==> config.mk <==
export PLATFORM = sky130hd
export DESIGN_NAME = csr_hpm_unit
export DESIGN_NICKNAME = d
export VERILOG_FILES = /design/src/rtl/csr_hpm_unit.sv
export SDC_FILE = /design/constraint.sdc
export NUM_CORES = 2
export LEC_CHECK = 0
export CAP_MARGIN = 10
export CORE_AREA = 8 8 411 413
export DETAILED_ROUTE_END_ITERATION = 10
export DIE_AREA = 0 0 419 421
export DONT_BUFFER_PORTS = 1
export PLACE_DENSITY = 0.41
export SYNTH_ARGS = -nofsm -noshare
export SYNTH_HDL_FRONTEND = slang
export SYNTH_SLANG_ARGS = --single-unit
==> constraint.sdc <==
create_clock -name i_clk -period 14.1 [get_ports i_clk]
set_clock_uncertainty 0.2 [all_clocks]
set_input_delay 1.41 -clock i_clk [delete_from_list [all_inputs] [get_ports i_clk]]
set_output_delay 1.41 -clock i_clk [all_outputs]
set_load 0.01 [all_outputs]
==> src/rtl/csr_hpm_unit.sv <==
// Machine-mode CSR file: set/clear ops, mcountinhibit, NUM_HPM perf counters, prioritised IRQ request, vectored trap target.
// Latency: reads/illegal/irq combinational; CSR writes, counters, trap/mret effects land on the next edge; pulses registered (1 cycle).
// Backpressure: none; every write, trap and mret is accepted in the cycle it is presented.
// Ports: i_rden/i_raddr -> o_rdata/o_illegal; i_wop/i_waddr/i_wdata write port; i_retire/i_events count sources;
//        i_irq_* -> o_irq_req/o_irq_cause; i_trap_*/i_mret_in -> o_trap_pulse/o_mret_pulse, o_mepc_out/o_tvec_out.
module csr_hpm_unit #(
  parameter int          NUM_HPM     = 4,
  parameter int          NUM_EVENTS  = 8,
  parameter logic [31:0] MISA_VAL    = 32'h40001104,
  parameter logic [31:0] RESET_MTVEC = 32'h0
) (
  input  logic                  i_clk,
  input  logic                  i_rst,
  input  logic                  i_rden,
  input  logic [11:0]           i_raddr,
  output logic [31:0]           o_rdata,
  output logic                  o_illegal,
  input  logic [1:0]            i_wop,
  input  logic [11:0]           i_waddr,
  input  logic [31:0]           i_wdata,
  input  logic                  i_retire,
  input  logic [NUM_EVENTS-1:0] i_events,
  input  logic                  i_irq_ext,
  input  logic                  i_irq_tim,
  input  logic                  i_irq_sw,
  output logic                  o_irq_req,
  output logic [3:0]            o_irq_cause,
  input  logic                  i_trap_valid,
  input  logic                  i_trap_int,
  input  logic [3:0]            i_trap_cause,
  input  logic [31:0]           i_trap_epc,
  input  logic [31:0]           i_trap_tval,
  input  logic                  i_mret_in,
  output logic                  o_trap_pulse,
  output logic                  o_mret_pulse,
  output logic [31:0]           o_mepc_out,
  output logic [31:0]           o_tvec_out
);

  localparam logic [11:0] A_MSTATUS  = 12'h300;
  localparam logic [11:0] A_MISA     = 12'h301;
  localparam logic [11:0] A_MIE      = 12'h304;
  localparam logic [11:0] A_MTVEC    = 12'h305;
  localparam logic [11:0] A_MCNTINH  = 12'h320;
  localparam logic [11:0] A_HPMEVT   = 12'h323;
  localparam logic [11:0] A_MSCRATCH = 12'h340;
  localparam logic [11:0] A_MEPC     = 12'h341;
  localparam logic [11:0] A_MCAUSE   = 12'h342;
  localparam logic [11:0] A_MTVAL    = 12'h343;
  localparam logic [11:0] A_MIP      = 12'h344;
  localparam logic [11:0] A_MCYCLE   = 12'hB00;
  localparam logic [11:0] A_MINSTRET = 12'hB02;
  localparam logic [11:0] A_HPMCNT   = 12'hB03;
  localparam logic [11:0] A_MCYCLEH  = 12'hB80;
  localparam logic [11:0] A_MINSTRH  = 12'hB82;
  localparam logic [11:0] A_HPMCNTH  = 12'hB83;

  logic        r_mstatus_mie, r_mstatus_mpie;
  logic [31:0] r_mie, r_mtvec, r_mscratch, r_mepc, r_mcause, r_mtval, r_mcntinh;
  logic        r_mip_e, r_mip_t, r_mip_s;
  logic [63:0] r_mcycle, r_minstret;
  logic [63:0] r_hpm_cnt [NUM_HPM];
  logic [31:0] r_hpm_evt [NUM_HPM];
  logic        r_trap_pulse, r_mret_pulse;

  logic [31:0] w_mstatus, w_mip, w_wval;
  logic [32:0] w_rd, w_wr;
  logic        w_wen;
  logic [2:0]  w_pend;
  logic [NUM_HPM-1:0] w_hpm_inc;
  logic [63:0] w_mcycle_nxt, w_minstret_nxt;
  logic [63:0] w_hpm_nxt [NUM_HPM];

  // MPP is hardwired to machine mode, so it always reads 11.
  assign w_mstatus = {19'b0, 2'b11, 3'b0, r_mstatus_mpie, 3'b0, r_mstatus_mie, 3'b0};
  assign w_mip     = {20'b0, r_mip_e, 3'b0, r_mip_t, 3'b0, r_mip_s, 3'b0};

  // {implemented, value} for one CSR address.
  function automatic logic [32:0] csr_lookup(input logic [11:0] a);
    logic [32:0] r;
    r = '0;
    case (a)
      A_MSTATUS:  r = {1'b1, w_mstatus};
      A_MISA:     r = {1'b1, MISA_VAL};
      A_MIE:      r = {1'b1, r_mie};
      A_MTVEC:    r = {1'b1, r_mtvec};
      A_MCNTINH:  r = {1'b1, r_mcntinh};
      A_MSCRATCH: r = {1'b1, r_mscratch};
      A_MEPC:     r = {1'b1, r_mepc};
      A_MCAUSE:   r = {1'b1, r_mcause};
      A_MTVAL:    r = {1'b1, r_mtval};
      A_MIP:      r = {1'b1, w_mip};
      A_MCYCLE:   r = {1'b1, r_mcycle[31:0]};
      A_MCYCLEH:  r = {1'b1, r_mcycle[63:32]};
      A_MINSTRET: r = {1'b1, r_minstret[31:0]};
      A_MINSTRH:  r = {1'b1, r_minstret[63:32]};
      default:    r = '0;
    endcase
    for (int k = 0; k < NUM_HPM; k++) begin
      if (a == 12'(A_HPMEVT + k)) r = {1'b1, r_hpm_evt[k]};
      if (a == 12'(A_HPMCNT + k)) r = {1'b1, r_hpm_cnt[k][31:0]};
      if (a == 12'(A_HPMCNTH + k)) r = {1'b1, r_hpm_cnt[k][63:32]};
    end
    return r;
  endfunction

  // Writing the low half holds the high half (carry dropped); writing the
  // high half lets the low half keep counting but discards its carry.
  function automatic logic [63:0] cnt_next(input logic [63:0] c, input logic inc,
                                           input logic lo_wr, input logic hi_wr,
                                           input logic [31:0] v);
    logic [63:0] s, n;
    s = c + {63'b0, inc};
    n[31:0]  = lo_wr ? v : s[31:0];
    n[63:32] = hi_wr ? v : (lo_wr ? c[63:32] : s[63:32]);
    return n;
  endfunction

  always_comb begin
    w_rd   = csr_lookup(i_raddr);
    w_wr   = csr_lookup(i_waddr);
    w_wen  = (i_wop != 2'b00) && w_wr[32];
    case (i_wop)
      2'b10:   w_wval = w_wr[31:0] | i_wdata;
      2'b11:   w_wval = w_wr[31:0] & ~i_wdata;
      default: w_wval = i_wdata;
    endcase
  end

  assign o_rdata   = (i_rden && w_rd[32]) ? w_rd[31:0] : 32'h0;
  assign o_illegal = i_rden && !w_rd[32];

  // Selector value s counts events[s-1]; 0 or anything above NUM_EVENTS never matches.
  always_comb begin
    w_hpm_inc = '0;
    for (int k = 0; k < NUM_HPM; k++) begin
      for (int e = 0; e < NUM_EVENTS; e++) begin
        if (r_hpm_evt[k] == 32'(e + 1) && i_events[e] && !r_mcntinh[3 + k]) w_hpm_inc[k] = 1'b1;
      end
    end
  end

  always_comb begin
    w_mcycle_nxt   = cnt_next(r_mcycle, !r_mcntinh[0], w_wen && i_waddr == A_MCYCLE,
                              w_wen && i_waddr == A_MCYCLEH, w_wval);
    w_minstret_nxt = cnt_next(r_minstret, i_retire && !r_mcntinh[2], w_wen && i_waddr == A_MINSTRET,
                              w_wen && i_waddr == A_MINSTRH, w_wval);
    for (int k = 0; k < NUM_HPM; k++) begin
      w_hpm_nxt[k] = cnt_next(r_hpm_cnt[k], w_hpm_inc[k], w_wen && i_waddr == 12'(A_HPMCNT + k),
                              w_wen && i_waddr == 12'(A_HPMCNTH + k), w_wval);
    end
  end

  // Pending bits in priority-relevant order: {MEI, MTI, MSI}.
  assign w_pend    = {r_mip_e & r_mie[11], r_mip_t & r_mie[7], r_mip_s & r_mie[3]};
  assign o_irq_req = r_mstatus_mie && (w_pend != 3'b000);

  always_comb begin
    o_irq_cause = 4'd0;
    if (w_pend[2])      o_irq_cause = 4'd11;
    else if (w_pend[0]) o_irq_cause = 4'd3;
    else if (w_pend[1]) o_irq_cause = 4'd7;
  end

  always_ff @(posedge i_clk) begin
    if (i_rst) begin
      r_mstatus_mie  <= 1'b0;
      r_mstatus_mpie <= 1'b0;
      r_mie          <= '0;
      r_mtvec        <= RESET_MTVEC;
      r_mscratch     <= '0;
      r_mepc         <= '0;
      r_mcause       <= '0;
      r_mtval        <= '0;
      r_mcntinh      <= '0;
      r_mip_e        <= 1'b0;
      r_mip_t        <= 1'b0;
      r_mip_s        <= 1'b0;
      r_mcycle       <= '0;
      r_minstret     <= '0;
      for (int k = 0; k < NUM_HPM; k++) begin
        r_hpm_cnt[k] <= '0;
        r_hpm_evt[k] <= '0;
      end
      r_trap_pulse   <= 1'b0;
      r_mret_pulse   <= 1'b0;
    end else begin
      r_mip_e <= i_irq_ext;
      r_mip_t <= i_irq_tim;
      r_mip_s <= i_irq_sw;
      if (w_wen && i_waddr == A_MIE)      r_mie      <= w_wval;
      if (w_wen && i_waddr == A_MSCRATCH) r_mscratch <= w_wval;
      if (w_wen && i_waddr == A_MCNTINH)  r_mcntinh  <= w_wval & ~32'h2;
      // Reserved modes 2/3 collapse to direct mode.
      if (w_wen && i_waddr == A_MTVEC)
        r_mtvec <= {w_wval[31:2], (w_wval[1:0] == 2'b01) ? 2'b01 : 2'b00};
      for (int k = 0; k < NUM_HPM; k++) begin
        if (w_wen && i_waddr == 12'(A_HPMEVT + k)) r_hpm_evt[k] <= w_wval;
        r_hpm_cnt[k] <= w_hpm_nxt[k];
      end
      r_mcycle   <= w_mcycle_nxt;
      r_minstret <= w_minstret_nxt;
      // Trap owns mstatus/mepc/mcause/mtval over both mret and CSR writes.
      if (i_trap_valid) begin
        r_mstatus_mpie <= r_mstatus_mie;
        r_mstatus_mie  <= 1'b0;
        r_mepc         <= {i_trap_epc[31:1], 1'b0};
        r_mcause       <= {i_trap_int, 27'b0, i_trap_cause};
        r_mtval        <= i_trap_int ? 32'h0 : i_trap_tval;
      end else begin
        if (i_mret_in) begin
          r_mstatus_mie  <= r_mstatus_mpie;
          r_mstatus_mpie <= 1'b1;
        end else if (w_wen && i_waddr == A_MSTATUS) begin
          r_mstatus_mie  <= w_wval[3];
          r_mstatus_mpie <= w_wval[7];
        end
        if (w_wen && i_waddr == A_MEPC)   r_mepc   <= {w_wval[31:1], 1'b0};
        if (w_wen && i_waddr == A_MCAUSE) r_mcause <= w_wval;
        if (w_wen && i_waddr == A_MTVAL)  r_mtval  <= w_wval;
      end
      r_trap_pulse <= i_trap_valid;
      r_mret_pulse <= i_mret_in && !i_trap_valid;
    end
  end

  assign o_trap_pulse = r_trap_pulse;
  assign o_mret_pulse = r_mret_pulse;
  assign o_mepc_out   = r_mepc;
  // Vectored target uses the registered mcause so it lines up with trap_pulse.
  assign o_tvec_out   = (r_mtvec[1:0] == 2'b01 && r_mcause[31]) ?
                        {r_mtvec[31:2] + {26'b0, r_mcause[3:0]}, 2'b00} :
                        {r_mtvec[31:2], 2'b00};

endmodule
[Word-level counts from Yosys, hierarchy flattened]
Memories as Yosys holds them, arrays and structs flattened.
Index checks and enable logic that the tools add are counted.
Widths: inputs -> output; s select.
Word-level totals
  flip-flop bits (word level): 357
  RAM bits: 384
  input bits: 144
  output and inout port bits: 104
  word-level logic and storage cells: 361
  memories kept: 2
Cells by class
  $add $sub $neg: 7
  equality and inequality tests: 90
  muxes and demuxes: 118
  bitwise operators: 14
  reductions and logical operators: 111
Memories
  r_hpm_cnt: depth 4, width 64, read ports 4, clocked after Yosys merged registers in 0, wr ports 4, line 62  | logic [63:0] r_hpm_cnt [NUM_HPM];
  r_hpm_evt: depth 4, width 32, read ports 4, clocked after Yosys merged registers in 0, wr ports 4, line 63  | logic [31:0] r_hpm_evt [NUM_HPM];
Operators by type and width (number)
  $mux 32: 31
  $pmux 33 s14: 2
  $mux 33: 24
  $eq 32x3->1 const B: 16
  $add 64x1->64: 6
  $eq 12x10->1 const B: 28
  $eq 12x12->1 const B: 24
  $eq 32x2->1 const B: 8
  $mux 64: 4
  $eq 32x1->1 const B: 4
  $eq 32x4->1 const B: 4
  $logic_and 1x1->1: 95
  $pmux 32 s2: 1
  $mux 1: 53
  $and 32x32->32: 1
  $not 32->32: 1
  $or 32x32->32: 1
  $add 30x4->30: 1
  $reduce_bool 2->1: 5
  $logic_not 1->1: 8
  $or 1x1->1: 8
  $mux 3: 2
  $reduce_bool 3->1: 2
  $eq 2x1->1 const B: 2
  other kinds (5): 9

[Logic depth before layout (Yosys ltp)]
  depth in word-level cells: 20
  gate-level depth with buffers: 18
  mapped depth without buffers: 16

[Worst setup path after synthesis]
OpenSTA, ideal clock, no wires.
  kind: input to register
  from: input i_waddr[0]
  to: memory r_hpm_evt[0][0], enable pin
  arrival time: 5.521 ns
  required time: 13.430 ns
  slack: 7.910 ns
  stages: 9
  path buffers: 3
  path through: buf_4 > or3b_1 > clkbuf_1 > a211o_1 > a211o_1 > a31oi_1 > o31ai_1 > clkbuf_1 > o31ai_1
RTL lines
  from (decl): line 19  | input logic [11:0] i_waddr,
  to (decl): line 63

[Final worst setup path]
  from: input i_raddr[4]
  to: output o_rdata[6]
Between the ends
  cells in the longest elaborated chain, start to end: 16
RTL lines
  from (decl): line 15  | input logic [11:0] i_raddr,
  $eq 12x12->1 / $eq 12x10->1 (equally long branches): line 82  | case (a)
  $pmux 33 s14: line 82
  $mux 33: line 100  | if (a == 12'(A_HPMEVT + k)) r = {1'b1, r_hpm_evt[k]};
  $mux 33: line 101  | if (a == 12'(A_HPMCNT + k)) r = {1'b1, r_hpm_cnt[k][31:0]};
  $mux 33: line 102  | if (a == 12'(A_HPMCNTH + k)) r = {1'b1, r_hpm_cnt[k][63:32]};
  $mux 33: line 100
  $mux 33: line 101
  $mux 33: line 102
  $mux 33: line 100
  $mux 33: line 101
  $mux 33: line 102
  $mux 33: line 100
  $mux 33: line 101
  $mux 33 (*): line 102
  $logic_and 1x1->1: line 130  | assign o_rdata = (i_rden && w_rd[32]) ? w_rd[31:0] : 32'h0;
  $mux 32 (*): line 130
  to (decl): line 16  | output logic [31:0] o_rdata,
Mark *: on every way between the ends. The rest lies on a longest branch, timed or not.

==> flow_summary_export.csv <==
group,metric,value,unit
die,ios,248,
die,row_count,148,
timing,tns,0,ns
timing,fmax,135.5,MHz
clock_tree,cts.repair.resized,0,
placed_design,placed_area,51450,sq um
timing,slew_headroom,-41.77,%
timing,tightest_slew,2.127,ns
grt,antenna_found_initial,34,
grt,grt_max_degree,428,
synth,synth.distinct_cells,112,
timing,final_hold_viol_count,0,
die,die_height,421,um
synth,yosys_warnings,0,
die,start_util,29.78,%
worst_setup_path,cp_slowest_stage_delay,0.96,ns
clock_tree,h-tree-depth,3,
clock_tree,cts.sinks,740,
drt,via_count,58454,
hold_path,min_from,"r_mie[27]",
drt,drt_wl_total,403100,um
drt,viasPerCell,7.142,
timing,finalMaxSlewViolations,219,
worst_setup_path,cp_common_cell,"buf_4",
run_status,violations,"slew limit",
synth,syn_area_per_cell,7.907,sq um
worst_setup_path,arrival,5.77,ns
synth,ys.flop_type,"dfxtp_1",
timing,layout_min_cycle_time,7.379,ns
synth,synth-edff-count,128,
worst_setup_path,end_kind,"primary output",
timing,rsz0062_at_grt,"false",
power_and_ir_drop,ir_drop,94.44,uV
flow_run,cap_violations,0,
die,die_w,419,um
run_status,status,"finished with violations",
drt,wl_per_cell,49.25,um
grt,grt_usage,43.23,%
worst_setup_path,worstSetupStartpoint,"i_raddr[4]",
grt,grt_pass1_vias,51424,
final_layout,fillers,17328,
worst_setup_path,cp_max_fo,31,
final_layout,layout-drive-gt1-share,11.60,%
drt,drc,0,
clock_tree,clkSlewWorstSetupHoldPaths,0.06,ns
clock_tree,cts_setup_buffers,0,
drt,drtIter0Drc,11269,
power_and_ir_drop,p_leak,17.29,nW
worst_setup_path,crit_type,"in -> out",
final_layout,final_cell_area,54630,sq um
clock_tree,cts_buffers,96,
final_layout,mostFrequentLayoutCells,"nor2_1 (742), dfxtp_1 (612), nand2_1 (480), a21oi_1 (336), buf_4 (298)",
hold_path,hold_path.class,"reg -> reg",
placed_design,port_buffers,0,
drt,detail-route-antenna-nets,0,
worst_setup_path,cp_slowest_cell,"or4_1",
final_layout,syn_to_final_growth,13.20,%
synth,synth_cells,6103,
clock_tree,hold_buffers,0,
worst_setup_path,crit_path_start_kind,"input port",
synth,yosysSeqAreaShare,33.35,%
synth,async_flop_share,0,%
grt,gr-total-overflow,0,
worst_setup_path,crit-reg2reg-launch,"r_hpm_evt[3][30]",
worst_setup_path,crit_buf_inv,2,
worst_setup_path,required,12.49,ns
final_layout,layout_commonest_cell,"nor2_1",
drt,first_pass_iters,9,
grt,grt_pass1_wl,519900,um
final_layout,nNetsFinal,6083,
worst_setup_path,crit_path_cell_trace,"nand4bb_2, buf_4, nor4_2, buf_4, or2_1, or4_1, a221oi_1, o21ai_0, a222oi_1, nor2_1",
synth,netlist_area,48260,sq um
clock_tree,cts_tree,"yes",
timing,finalSetupViolations,0,
synth,ys_ff_latch,740,
power_and_ir_drop,power_density,95.70,nW/um^2
clock_tree,cts_buffer_depth,3,
die,die_area,176400,sq um
timing,period_share,52.33,%
clock_tree,cts-root-buf,"clkbuf_16",
placed_design,place_congestion,1.074,
clock_tree,worstSkewPairLatency,0.77,ns
placed_design,hpwl,292100,um
worst_setup_path,critPathTopFamily,"simple AND/OR/NAND/NOR gates",
die,core-area,162000,sq um
[synth_stat cells (all sizes together) (15+ instances only)]
master     n  area [sq um]
a211oi   294          2347
o221ai    47         430.4
o21ai    328          1645
o21a      39         292.8
nand3    266          1331
nor2b     23         143.9
a221oi    87         787.0
nor3     205          1175
buf      235          1306
a21oi    342          1723
dfxtp    612         12250
clkbuf   351          1319
and2      45         281.5
nand2    486          1827
a32oi     17         148.9
o211ai    29         217.7
o31ai     26         200.2
a31oi     71         456.7
xor2     125          1095
nor2     760          2865
a221o     36         360.4
ha        16         200.2
or3       37         236.5
and3      76         475.5
nand4    142         888.4
and4      43         376.6
o22ai    136         857.1
edfxtp   128          3844
mux2      18         202.7
a2111oi   34         324.1
mux2i     21         210.2
a222oi    63         630.6
a22o      58         508.0
nor4     126         994.7
a22oi    252          1892
nor4b     15         165.2
o2bb2ai   18         157.7
inv       65         244.0
nand2b    18         112.6
xnor2    169          1480
[power breakdown]
group / switching [mW] / internal [mW] / total (mW)
clock network: 1.13 / 1.41 / 2.54
registers: 0.0918 / 2.18 / 2.27
logic: 0.335 / 0.0806 / 0.415
total: 1.56 / 3.67 / 5.23
[worst reg2reg max path: cells and delay by family (launching register included)]
kind | cells | cell delay [ns]
and+or+nand+nor | 6 | 3.60
AOI/OAI and AO/OA | 4 | 1.38
DFF | 1 | 0.68
adders and majority gates | 2 | 0.67
[cell type report]
cell class | count | area (sq um) | area share (%)
multi-input combinational | 4714 | 30080 | 55.07
sequential | 740 | 16100 | 29.46
clock buffer | 142 | 2726 | 4.991
inverter | 65 | 249.0 | 0.4558
antenna | 8 | 20.02 | 0.03665
tap | 2175 | 2721 | 4.982
clock inverter | 36 | 406.6 | 0.7444
timing repair buffer | 305 | 2326 | 4.258
[per-stage QoR]
step           hold slack, ns  utilization [%]  setup WS, ns  power, mW  cells
3_3_place_gp           0.2650            31.75         6.944      2.698   7995
5_1_grt                0.2902            33.70         6.732      5.302   8177
2_1_floorplan          0.2391                -         7.910      2.444   6105
4_1_cts                0.2726            33.68         6.974      5.211   8173
3_5_place_dp           0.2623            31.75         6.963      2.697   7995
6_report               0.2804            33.71         6.721      5.228   8185
[registers in the layout, indices dropped and copies added, names as in the netlist, 31 cells and up]
name and count:
o_mepc_out 31, r_hpm_cnt 256, r_hpm_evt 128, r_mcause 32, r_mcntinh 31, r_mcycle 64
r_mie 32, r_minstret 64, r_mscratch 32, r_mtval 32, r_mtvec 31
[final timing paths]
kind         depth (start not counted)               end  slack, ns
max reg2reg                         12  r_hpm_cnt[3][50]       7.41
max                                 10        o_rdata[6]       6.72
min                                  2         r_mie[27]       0.28
min reg2reg                          2         r_mie[27]       0.28
[kinds of logic after synthesis]
family / count (synthesis) / share of synthesized area [%]
DFF: 740 / 33.35
muxes: 43 / 1.042
buffers and inverters: 651 / 5.945
AOI/OAI and AO/OA: 2034 / 29.84
xor gates and xnor gates: 294 / 5.336
other: 1 / 0.007771
and+or+nand+nor: 2323 / 24.02
adders and majority gates: 17 / 0.4563
[layer usage]
| metal | global-route usage (%) | part of all wire [%] | vias to the layer above |
|---|---|---|---|
| met5 | 0.6559 | 0.069 | - |
| met4 | 25.18 | 7.4 | 18 |
| met3 | 19.14 | 15 | 996 |
| met2 | 56.47 | 37 | 4838 |
| met1 | 57.76 | 40 | 29692 |
| li1 | - | - | 22910 |
No activity file was read; power rests on OpenSTA's default activity.
